`src/rtl/writeback_unit.sv`:
```
// Integer register-bank write port: arbitrates load responses, a 1-entry ALU skid
// buffer and new ALU results, extracts/extends load data and flags RAW hazards.
// Optional WB_TRACE_EN enables simulation trace prints of writes and load anomalies.
module writeback_unit #(
  parameter int TIMEOUT = 256
) (
  input  logic        clk,
  input  logic        rst,
  input  logic        alu_valid,
  input  logic [4:0]  alu_rd,
  input  logic [63:0] alu_data,
  output logic        alu_ready,
  input  logic        ld_issue,
  input  logic [4:0]  ld_rd,
  input  logic [2:0]  ld_funct3,
  input  logic [2:0]  ld_offset,
  output logic        ld_ready,
  input  logic        mem_rsp_valid,
  input  logic [63:0] mem_rsp_data,
  input  logic [4:0]  rs1_addr,
  input  logic [4:0]  rs2_addr,
  output logic        hazard,
  output logic        ld_timeout,
  output logic [4:0]  rd_addr,
  output logic [63:0] rd_data,
  output logic        reg_write
);
  typedef enum logic {IDLE, LD_WAIT} state_t;

  localparam int CW = (TIMEOUT > 2) ? $clog2(TIMEOUT) : 1;

  state_t        state, state_nxt;
  logic [4:0]    lat_rd;
  logic [2:0]    lat_f3, lat_off;
  logic [CW-1:0] cnt;
  logic          skid_valid;
  logic [4:0]    skid_rd;
  logic [63:0]   skid_data;

  logic          ld_fire, alu_acc, abort, win_valid, skid_fill, skid_drain;
  logic [4:0]    win_rd;
  logic [63:0]   win_data;

  function automatic logic [63:0] extract(input logic [2:0] f3, input logic [2:0] off,
                                          input logic [63:0] d);
    logic [7:0]  b;
    logic [15:0] h;
    logic [31:0] w;
    b = d[{off, 3'b000} +: 8];
    h = d[{off[2:1], 4'b0000} +: 16];
    w = d[{off[2], 5'b00000} +: 32];
    case (f3)
      3'b000:  extract = {{56{b[7]}}, b};
      3'b100:  extract = {56'b0, b};
      3'b001:  extract = {{48{h[15]}}, h};
      3'b101:  extract = {48'b0, h};
      3'b010:  extract = {{32{w[31]}}, w};
      3'b110:  extract = {32'b0, w};
      default: extract = d;
    endcase
  endfunction

  function automatic logic src_hit(input logic [4:0] x);
    src_hit = (x != 5'd0) && ((x == rs1_addr) || (x == rs2_addr));
  endfunction

  assign ld_ready  = (state == IDLE);
  assign alu_ready = !skid_valid;
  assign alu_acc   = alu_valid && !skid_valid;
  assign ld_fire   = (state == LD_WAIT) && mem_rsp_valid;
  // Abort on the edge where the wait counter would reach TIMEOUT-1.
  assign abort     = (TIMEOUT != 0) && (32'(cnt) + 32'd1 >= 32'(TIMEOUT) - 32'd1);

  assign hazard = ((state == LD_WAIT) && src_hit(lat_rd)) ||
                  (skid_valid && src_hit(skid_rd)) ||
                  (reg_write && src_hit(rd_addr));

  always_comb begin
    state_nxt  = state;
    win_valid  = 1'b0;
    win_rd     = 5'd0;
    win_data   = 64'd0;
    skid_fill  = 1'b0;
    skid_drain = 1'b0;
    case (state)
      IDLE:    if (ld_issue) state_nxt = LD_WAIT;
      LD_WAIT: if (mem_rsp_valid || abort) state_nxt = IDLE;
      default: state_nxt = IDLE;
    endcase
    if (ld_fire) begin
      win_valid = 1'b1;
      win_rd    = lat_rd;
      win_data  = extract(lat_f3, lat_off, mem_rsp_data);
      skid_fill = alu_acc;
    end else if (skid_valid) begin
      win_valid  = 1'b1;
      win_rd     = skid_rd;
      win_data   = skid_data;
      skid_drain = 1'b1;
    end else if (alu_acc) begin
      win_valid = 1'b1;
      win_rd    = alu_rd;
      win_data  = alu_data;
    end
  end

  always_ff @(posedge clk) begin
    if (rst) begin
      state      <= IDLE;
      cnt        <= '0;
      skid_valid <= 1'b0;
      ld_timeout <= 1'b0;
      rd_addr    <= 5'd0;
      rd_data    <= 64'd0;
      reg_write  <= 1'b0;
    end else begin
      state      <= state_nxt;
      ld_timeout <= (state == LD_WAIT) && !mem_rsp_valid && abort;
      if (state == IDLE) cnt <= '0;
      else               cnt <= cnt + CW'(1);
      if (skid_fill)       skid_valid <= 1'b1;
      else if (skid_drain) skid_valid <= 1'b0;
      // rd==0 consumes its source but leaves the visible write port untouched.
      reg_write <= win_valid && (win_rd != 5'd0);
      if (win_valid && (win_rd != 5'd0)) begin
        rd_addr <= win_rd;
        rd_data <= win_data;
      end
    end
  end

  always_ff @(posedge clk) begin
    if (state == IDLE && ld_issue) begin
      lat_rd  <= ld_rd;
      lat_f3  <= ld_funct3;
      lat_off <= ld_offset;
    end
    if (skid_fill) begin
      skid_rd   <= alu_rd;
      skid_data <= alu_data;
    end
  end

`ifdef WB_TRACE_EN
  logic wb_from_load;
  always_ff @(posedge clk) begin
    wb_from_load <= ld_fire;
    if (reg_write)
      $display("WB: x%0d = %h (%s)", rd_addr, rd_data, wb_from_load ? "LOAD" : "ALU");
    if (!rst && state == IDLE && mem_rsp_valid)
      $display("WB warning: memory response with no load pending");
    if (ld_timeout)
      $display("WB warning: load timed out, no write performed");
  end
`endif

endmodule

```
`config.mk`:
```
export PLATFORM = sky130hd
export DESIGN_NAME = writeback_unit
export DESIGN_NICKNAME = d
export VERILOG_FILES = /design/src/rtl/writeback_unit.sv
export SDC_FILE = /design/constraint.sdc
export NUM_CORES = 1
export LEC_CHECK = 0
export CORE_AREA = 2 2 136 138
export DETAILED_ROUTE_END_ITERATION = 10
export DIE_AREA = 0 0 138 140
export PLACE_DENSITY_LB_ADDON = 0.15
export SYNTH_ARGS = -nofsm -noshare
export SYNTH_HDL_FRONTEND = slang
export SYNTH_SLANG_ARGS = --single-unit
```
`constraint.sdc`:
```
create_clock -name clk -period 4.65 [get_ports clk]
set_clock_uncertainty 0.2 [all_clocks]
set_input_delay 0.465 -clock clk [delete_from_list [all_inputs] [get_ports clk]]
set_output_delay 0.465 -clock clk [all_outputs]
set_load 0.01 [all_outputs]
```
==> summary.md <==
| Metric | Value |
|---|---|
| Status | complete, no violations |
| Die span in y | 140 µm |
| Synth cell types | 55 |
| Register area share after synthesis | between 40 and 50% |
| Leak pwr | around 3.8 nW |
| Root buffer cell | clkbuf_16 |
| Hold depth | 2 |
| Critical-path top delay cell | nor3_4 |
| Worst setup path category | flip-flop to flip-flop |
| Starting density of the core | 48.3% |
| IO Count | between 200 and 250 |
| VDD IR-drop max | approximately 0.00024 V |
| FP Rows | 49 |
| CTS tree | done |
| Crit start category | flip-flop |
| Met3 wire length | slightly below 3000 µm |
| Final slew viol count | 0 |
| Critical path depth in cells | 7 |
| Total grt overflow | 0 |
| Rel. slew slack | between 10% and 20% |
| Crit path max fanout | 32 |
| Wire length per cell | 22.6 µm |
| Overall power | 3.66 mW |
| DIE AREA | a little under 0.02 mm² |
| Worst EP arrival | between 3 and 4 ns |
| Top achievable clock speed | 290 MHz |
| Syn_area_per_cell | ~10 µm² |
| H-tree depth | 4 |
| Setup crit end kind | flip-flop |
| Routability cong. | around 0.89 |
| CP max stage delay | 0.96 ns |
| Post-synth EDFFs | 80 |
| Ratio of cells with drive above 1 in the final layout | approximately 8.1% |
| Dpl hpwl | 20,100 µm |
| Hold buffer count at cts | 0 |
| CP Buf/Inv Count | 1 |
| Top_reg_cell synth | dfxtp_1 |
| Seq cells post-synth | between 150 and 200 |
| Initial antenna violation count | 2 |
| Post-synth ARST share | 0% |
| Commonest non-fill, non-tap cell in the layout | clkdlybuf4s50_1 |
| Area grow syn2layout | 33.7% |
| TNS Setup | 0 ns |
| Final Util | about 65% |
| Nets@finish | approximately 1,200 |
| Final WS setup | about 1.2 ns |
| Largest net degree at the start of global routing | 102 |
| Worst r2r src | lat_off[1] |
| Max clock buf depth | 2 |
| Num CTS Buffers | 17 |
| # resized after CTS | 0 |
| Pwr Density | 319 mW/mm² |
| Met2 routed WL | approximately 13,000 µm |
| Post-route ant nets | 0 |
| Final Setup Violations | 0 |
| Synth warnings | 0 |
| Fin. Hold Viols | 0 |
| CP Launch Point | lat_off[1] |
| Synthesized Nets | between 1,000 and 1,500 |
| Fin Hold WS | 0.256 ns |
| CORE AREA | approximately 0.018 mm² |
| Cell area after synthesis | 0.00859 mm² |
| Initial DRC count | 1,233 |
| DRT met1 WL | 12,300 µm |
| Slew @ Worst Pin | about 1.2 ns |
| Max-cap violations | 0 |
| Port buffer count | ~230 |
| First-pass GRT wire length | roughly 45,000 µm |
| DR DRC count | 0 |
| Drt pass-1 iters | 5 |
| Hold_sp | rd_data[51] |
| Clk Latency, worst-skew pair | roughly 0.43 ns |
| Hold Path Class | flip-flop to flip-flop |
| RSZ-0062 raised after global routing | false |
| R2r worst-path depth | 7 |
| Critical path required time | slightly below 5 ns |
| Setup Buffers After CTS | 0 |
| Vias per Instance | approximately 6.4 |
| DRT Wirelength | just under 30,000 µm |
| Global Route Usage Sum | between 20% and 30% |
| Cells after synthesis | 857 |
| Dpl ws | ~1.1 ns |
| Die width | 138 µm |
| CP Cell Sequence | buf_4 > mux4_2 > a32oi_1 > nor3_4 > a2111oi_0 > or3_1 > a21oi_1 |
| Period utilization | roughly 74% |
| Vias in the first global route | approximately 7,700 |
| Clock transition at path regs | approximately 0.070 ns |
| Most frequent cells in the layout | clkdlybuf4s50_1, dfxtp_1, edfxtp_1, a21oi_1, nand2_1 |
| Vias post-DR | approximately 8,200 |
| Top Metal Used | met4 |
| Clock sinks | roughly 160 |
| CP top delay family | simple AND/OR/NAND/NOR gates |
| Tmin final | 3.45 ns |
Yosys cell counts, types with 4 or more instances:
library cell / number / share of area [%]
nor3_1: 42 / 2.4
mux2i_1: 17 / 2.0
xor2_1: 16 / 1.6
edfxtp_1: 80 / 28
o211ai_1: 6 / 0.52
inv_1: 9 / 0.39
a311o_1: 5 / 0.58
buf_1: 5 / 0.22
nor2_1: 50 / 2.2
nand2_1: 69 / 3.0
mux2_2: 22 / 2.9
a32oi_1: 8 / 0.82
mux4_2: 10 / 2.6
dfxtp_1: 81 / 19
nand3b_1: 4 / 0.35
nand2b_1: 8 / 0.58
buf_6: 6 / 0.79
xnor2_1: 20 / 2.0
and2_1: 5 / 0.36
a22oi_1: 15 / 1.3
a21oi_1: 76 / 4.4
a221o_1: 14 / 1.6
buf_2: 6 / 0.35
o311ai_0: 5 / 0.51
or3_1: 33 / 2.4
o221ai_1: 14 / 1.4
o21ai_0: 36 / 2.1
nor2b_1: 5 / 0.36
buf_4: 8 / 0.70
clkbuf_1: 57 / 2.5
nand3_1: 11 / 0.64
a221oi_1: 40 / 4.1
a2111oi_0: 32 / 3.3
a31oi_1: 6 / 0.44
power by group:
group | leakage (nW) | internal [mW] | total, mW | switching [mW]
Clock | 0.251 | 0.703 | 1.30 | 0.600
Sequential | 1.40 | 1.56 | 1.63 | 0.0619
Combinational | 2.18 | 0.373 | 0.730 | 0.357
worst min-delay path: stages (launching register included):
cell and delay (ns):
dfxtp_1 0.31, nand2_1 0.05, a21oi_1 0.05
final timing paths:
check,endpoint,slack [ns]
worst max-delay path,rd_data[37],1.20
worst min-delay path,rd_data[51],0.26
worst min register to register,rd_data[51],0.26
worst max register to register,rd_data[37],1.20
through the flow:
stage / cell area, µm² / cells
6_report: 11500 / 1280
5_1_grt: 11500 / 1280
4_1_cts: 11500 / 1279
3_5_place_dp: 10900 / 1247
3_3_place_gp: 10900 / 1247
2_1_floorplan: 8590 / 857
final cells by class:
class | count | area, µm²
repair buffers | 243 | 2420
fillers | 1507 | 6300
diodes | 1 | 2.50
multi-input cells | 605 | 4170
flip-flops and latches | 161 | 4030
well taps | 229 | 287
clock buffers | 19 | 443
clock inverters | 13 | 103
inverters | 9 | 33.8
per-layer routing:
metal / vias up / global-route usage [%]
li1: 3710 / -
met5: - / 0
met1: 3894 / 41.7
met4: 0 / 11.0
met3: 60 / 6.05
met2: 507 / 44.2
sequential cells by signal (all words and copies together), names as in the netlist:
signal	flops
rd_data	64
skid_data	64
cnt	8
lat_rd	5
rd_addr	5
skid_rd	5
lat_f3	3
lat_off	3
ld_timeout	1
reg_write	1
skid_valid	1
state	1
cell families after synthesis:
group / after synthesis / share of synthesized area [%]
compound gates: 278 / 23.2
simple gates: 240 / 13.6
flops: 161 / 46.9
buf+inv: 91 / 4.94
mux: 49 / 7.49
xor+xnor: 36 / 3.67
fa+ha+maj: 2 / 0.291
No activity file was read; power rests on OpenSTA's default activity.
==> variant 1 (config.mk and constraints unchanged) <==
Set the parameter `TIMEOUT` to 512 (it was 256).
--- a/src/rtl/writeback_unit.sv
+++ b/src/rtl/writeback_unit.sv
@@ -2,7 +2,7 @@
 // buffer and new ALU results, extracts/extends load data and flags RAW hazards.
 // Optional WB_TRACE_EN enables simulation trace prints of writes and load anomalies.
 module writeback_unit #(
-  parameter int TIMEOUT = 256
+  parameter int TIMEOUT = 512
 ) (
   input  logic        clk,
   input  logic        rst,
Function: same outputs for any inputs over 4 cycles, from zero or initial values and one cycle with rst high; that may be too few to reach the edited logic, so the function may still have changed.
==> variant 1 against the original RTL <==
Wire length fell by 4.3%. Final cell count shrank 4.4%. Sequential power increased by 2%. Die area unchanged. Largest power group unchanged. Sequential cell count rose by 1. Setup slack gained 0.20 ns. Combinational power increased by 9.7%. Non-clock buffer count stayed put. Cell area down 1.8%. Synthesized area fell by 4.0%. Total power increased by 7.9%. Critical path depth decreased by 1. Fmax grew 6.0%. Largest cell class is now sequential cells.
==> variant 1: results (changes against the original RTL) <==
{| class="wikitable"
! Metric !! Value
|-
| Diode count || 0 (was 1)
|-
| Wire length per cell after detailed routing || 22.57 um (was 22.56 um)
|-
| First-pass GRT wire length || 42,210 um (was 44,640 um)
|-
| Largest registers || rd_data (64), skid_data (64), cnt (9) (was rd_data (64), skid_data (64), cnt (8))
|-
| First drt pass iteration count || 7 (was 5)
|-
| Weighted congestion at the end of routability-driven global placement || 0.8587 (was 0.8926)
|-
| Max FO, Critical Path || 71 (was 32)
|-
| Total via count in the routed design || 7,534 (was 8,171)
|-
| Total Routing Usage GR || 27.78% (was 29.30%)
|-
| Lkg Pwr || 3.897 nW (was 3.831 nW)
|-
| Pin count of the biggest net entering global routing || 76 (was 102)
|-
| Post-synthesis net count || 950 (was 1,018)
|-
| HPWL reported at the end of detailed placement || 19,430 um (was 20,120 um)
|-
| Number of antenna violations at the first check in global routing || 0 (was 2)
|-
| M2 GR Usage || 42.78% (was 44.19%)
|-
| Net count of the finished layout || 1,143 (was 1,198)
|-
| Maximum VDD drop || 279.5 uV (was 239.2 uV)
|-
| Violation count after the first detailed-routing iteration || 752 (was 1,233)
|-
| Cell Int Power || 2.861 mW (was 2.640 mW)
|-
| Result of the run || complete, no violations (unchanged)
|-
| Top cells by area, synth || sky130_fd_sc_hd__edfxtp_1 (29%), sky130_fd_sc_hd__dfxtp_1 (20%), sky130_fd_sc_hd__a32o_1 (4.7%), sky130_fd_sc_hd__nand2_1 (4.6%), sky130_fd_sc_hd__mux2i_1 (4.4%) (was sky130_fd_sc_hd__edfxtp_1 (28%), sky130_fd_sc_hd__dfxtp_1 (19%), sky130_fd_sc_hd__a21oi_1 (4.4%), sky130_fd_sc_hd__a221oi_1 (4.1%), sky130_fd_sc_hd__a2111oi_0 (3.3%))
|-
| Cell variety after synth || 60 (was 55)
|-
| Vias in the first global route || 7,330 (was 7,711)
|-
| Share of synthesized area occupied by flip-flops and latches || 49.06% (was 46.86%)
|-
| List of most frequent post-synthesis cells || sky130_fd_sc_hd__nand2_1 (102), sky130_fd_sc_hd__dfxtp_1 (82), sky130_fd_sc_hd__edfxtp_1 (80) (was sky130_fd_sc_hd__dfxtp_1 (81), sky130_fd_sc_hd__edfxtp_1 (80), sky130_fd_sc_hd__a21oi_1 (76))
|-
| Data arrival at the endpoint of the critical path || 3.37 ns (was 3.61 ns)
|-
| Share of final-layout standard cells stronger than drive strength 1 || 6.131% (was 8.095%)
|}
variant 1: worst paths after layout:
| path | endpoint | from | slack [ns] | cells after the start |
|---|---|---|---|---|
| max | rd_data[31] | skid_valid | 1.40 | 6 |
| max reg2reg | rd_data[31] | skid_valid | 1.40 | 6 |
| min reg2reg | rd_data[55] | rd_data[55] | 0.27 | 1 |
| min | rd_data[55] | rd_data[55] | 0.27 | 1 |
variant 1: metrics by stage:
stage / utilization (%) / std cells / cell area, um^2 / setup WS (ns)
final: 63.43 / 1224 / 11280 / 1.399
after global routing: 63.43 / 1224 / 11280 / 1.299
after CTS: 63.43 / 1224 / 11280 / 1.451
after detailed placement: 59.95 / 1192 / 10660 / 1.195
after global placement: 59.95 / 1192 / 10660 / 1.263
after floorplan: - / 789 / 8243 / 1.031
variant 1: power by group through the flow:
stage               Sequential [mW]  Combinational [mW]  Clock (mW)
floorplan                      1.70               0.379           0
global placement               1.70               0.783           0
detailed placement             1.70               0.792           0
CTS                            1.67               0.796        1.49
global route                   1.68               0.855        1.56
finish                         1.67               0.801        1.48
variant 1: worst max-delay path: stages (launching register included):
cell,delay [ns]
sky130_fd_sc_hd__dfxtp_2,0.38
sky130_fd_sc_hd__buf_4,0.68
sky130_fd_sc_hd__a22oi_2,0.23
sky130_fd_sc_hd__a2bb2oi_2,0.70
sky130_fd_sc_hd__nor2_4,0.30
sky130_fd_sc_hd__buf_4,0.30
sky130_fd_sc_hd__a211o_1,0.30
variant 1: routing by layer:
layer | wire [um] | share of wire [%]
met3 | 2199 | 8.0
met4 | 773 | 2.8
met2 | 12720 | 46
met5 | 0 | 0
met1 | 11940 | 43
variant 1: logic make-up (layout without fill, tap and decap cells):
| group | count (synthesis) | in the layout | synth area share, % |
|---|---|---|---|
| fa+ha+maj | 2 | 2 | 0.3035 |
| xor+xnor | 37 | 37 | 3.931 |
| buf+inv | 77 | 283 | 3.992 |
| simple gates | 224 | 224 | 12.33 |
| mux | 41 | 41 | 5.601 |
| compound gates | 246 | 246 | 24.79 |
| flops | 162 | 162 | 49.06 |
variant 1: layout make-up:
type | count | share of cell area, %
Clock buffer | 17 | 3.772
Timing Repair Buffer | 243 | 21.32
Clock inverter | 15 | 1.709
Tap cell | 229 | 2.541
Multi-Input combinational cell | 550 | 34.52
Sequential cell | 162 | 35.87
Inverter | 8 | 0.2663
==> variant 2 (config.mk and constraints unchanged) <==
Without the edit above. Add an input register stage for `ld_offset`, with the module's reset; this delays it by one clock. The other inputs are not delayed to match.
--- a/src/rtl/writeback_unit.sv
+++ b/src/rtl/writeback_unit.sv
@@ -28,6 +28,16 @@
   typedef enum logic {IDLE, LD_WAIT} state_t;
 
   localparam int CW = (TIMEOUT > 2) ? $clog2(TIMEOUT) : 1;
+
+  logic [2:0] ld_offset_q;
+
+  always_ff @(posedge clk) begin
+    if (rst) begin
+      ld_offset_q <= '0;
+    end else begin
+      ld_offset_q <= ld_offset;
+    end
+  end
 
   state_t        state, state_nxt;
   logic [4:0]    lat_rd;
@@ -133,7 +143,7 @@
     if (state == IDLE && ld_issue) begin
       lat_rd  <= ld_rd;
       lat_f3  <= ld_funct3;
-      lat_off <= ld_offset;
+      lat_off <= ld_offset_q;
     end
     if (skid_fill) begin
       skid_rd   <= alu_rd;
Behaviour: not the same (Yosys sat finds a counterexample within 4 cycles, from zero or initial values and one cycle with rst high).
==> variant 2 against the original RTL <==
Cell area increased by 1.6%. Via count down 2.7%. Critical path depth up 1. Synthesized area rose by 1.9%. Setup slack lost 0.056 ns. Sequential cell count rose by 3. Total power grew 1.6%. Wire length shrank 3.4%.
==> variant 2: results (changes against the original RTL) <==
{| class="wikitable"
! Metric !! Value
|-
| Cell area after placement || 11,140 um^2 (was 10,940 um^2)
|-
| First-pass GRT wire length || 43,500 um (was 44,640 um)
|-
| Delay of the slowest cell on the worst path || 0.90 ns (was 0.96 ns)
|-
| Pre-CTS setup slack || 1.127 ns (was 1.112 ns)
|-
| HPWL reported at the end of detailed placement || 19,670 um (was 20,120 um)
|-
| Critical path's slowest cell || sky130_fd_sc_hd__dfxtp_2 (was sky130_fd_sc_hd__nor3_4)
|-
| Weighted congestion at the end of routability-driven global placement || 0.9315 (was 0.8926)
|-
| Vias in the first global route || 7,631 (was 7,711)
|-
| List of most frequent post-synthesis cells || sky130_fd_sc_hd__nand2_1 (99), sky130_fd_sc_hd__dfxtp_1 (84), sky130_fd_sc_hd__edfxtp_1 (80) (was sky130_fd_sc_hd__dfxtp_1 (81), sky130_fd_sc_hd__edfxtp_1 (80), sky130_fd_sc_hd__a21oi_1 (76))
|-
| Data arrival at the endpoint of the critical path || 3.65 ns (was 3.61 ns)
|-
| Post-Synthesis Mean Instance Area || 10.50 um^2 (was 10.02 um^2)
|-
| First drt pass iteration count || 6 (was 5)
|-
| Post-synthesis adder-cell area fraction || 0.2861% (was 0.2914%)
|-
| Pin count of the biggest net entering global routing || 69 (was 102)
|-
| Share of synthesized area occupied by flip-flops and latches || 46.69% (was 46.86%)
|-
| Maximum VDD drop || 277.0 uV (was 239.2 uV)
|-
| Compound-gate portion of the synthesized area || 26.29% (was 23.18%)
|-
| Max FO, Critical Path || 47 (was 32)
|-
| Area of combinational cells with multiple inputs || 4295 um^2 (was 4165 um^2)
|-
| Number of antenna violations at the first check in global routing || 0 (was 2)
|-
| Result of the run || complete, no violations (unchanged)
|-
| Top cells by area, synth || sky130_fd_sc_hd__edfxtp_1 (27%), sky130_fd_sc_hd__dfxtp_1 (19%), sky130_fd_sc_hd__a221oi_1 (4.5%), sky130_fd_sc_hd__nand2_1 (4.2%), sky130_fd_sc_hd__a211o_1 (3.2%) (was sky130_fd_sc_hd__edfxtp_1 (28%), sky130_fd_sc_hd__dfxtp_1 (19%), sky130_fd_sc_hd__a21oi_1 (4.4%), sky130_fd_sc_hd__a221oi_1 (4.1%), sky130_fd_sc_hd__a2111oi_0 (3.3%))
|-
| Violation count after the first detailed-routing iteration || 982 (was 1,233)
|-
| Post-synthesis net count || 994 (was 1,018)
|-
| Headroom to the max-slew limit || 27.90% (was 17.18%)
|-
| Multiplexer share of the synthesized area || 8.039% (was 7.489%)
|-
| Area share of xor/xnor cells in the synthesized design || 3.605% (was 3.672%)
|-
| Post-detailed-route via-to-cell ratio || 6.272 (was 6.384)
|-
| Post-Place Cells || 1,235 (was 1,247)
|-
| Total Routing Usage GR || 28.69% (was 29.30%)
|-
| Fill cell count || 1,432 (was 1,507)
|}
## variant 2: cell types whose count changed after synthesis, moves of 15 or more
cell,delta
sky130_fd_sc_hd__or3_1,-32
sky130_fd_sc_hd__a2111oi_0,-32
sky130_fd_sc_hd__nor3_1,-31
sky130_fd_sc_hd__a211o_1,+32
sky130_fd_sc_hd__a21oi_1,-36
sky130_fd_sc_hd__o21ai_0,-17
sky130_fd_sc_hd__a21oi_2,+30
sky130_fd_sc_hd__a22o_1,+18
sky130_fd_sc_hd__a211oi_2,+15
sky130_fd_sc_hd__nand2_1,+30
## variant 2: final timing paths
kind              slack (ns)          end      startpoint  cells past startpoint
setup / recovery        1.15  rd_data[16]      skid_valid                      8
hold / removal          0.20   lat_off[0]  ld_offset_q[0]                      0
setup reg to reg        1.15  rd_data[16]      skid_valid                      8
hold reg to reg         0.20   lat_off[0]  ld_offset_q[0]                      0
## variant 2: report_power, final
part           switching, mW  total, mW  internal, mW
logic                  0.376      0.779         0.403
clock network          0.584       1.28         0.698
registers             0.0641       1.66          1.59
## variant 2: final cells by class
class                   instances  area share [%]
multi-input cells             587           36.81
repair buffers                247           20.95
flip-flops and latches        164           35.01
clock buffers                  21           3.860
clock inverters                11          0.6647
well taps                     229           2.455
inverters                       8          0.2573
## variant 2: kinds of logic (layout without fill, tap and decap cells)
logic type,after synthesis,after routing
xor+xnor,36,36
flops,164,164
compound gates,284,284
mux,52,52
fa+ha+maj,2,2
simple gates,213,213
buf+inv,82,287
## variant 2: per-layer routing
layer,vias up,share of wire [%],track usage (%)
met5,-,0,0
met4,0,3.4,10.04
li1,3619,-,-
met3,69,9.0,6.051
met1,3790,42,40.56
met2,469,45,43.96
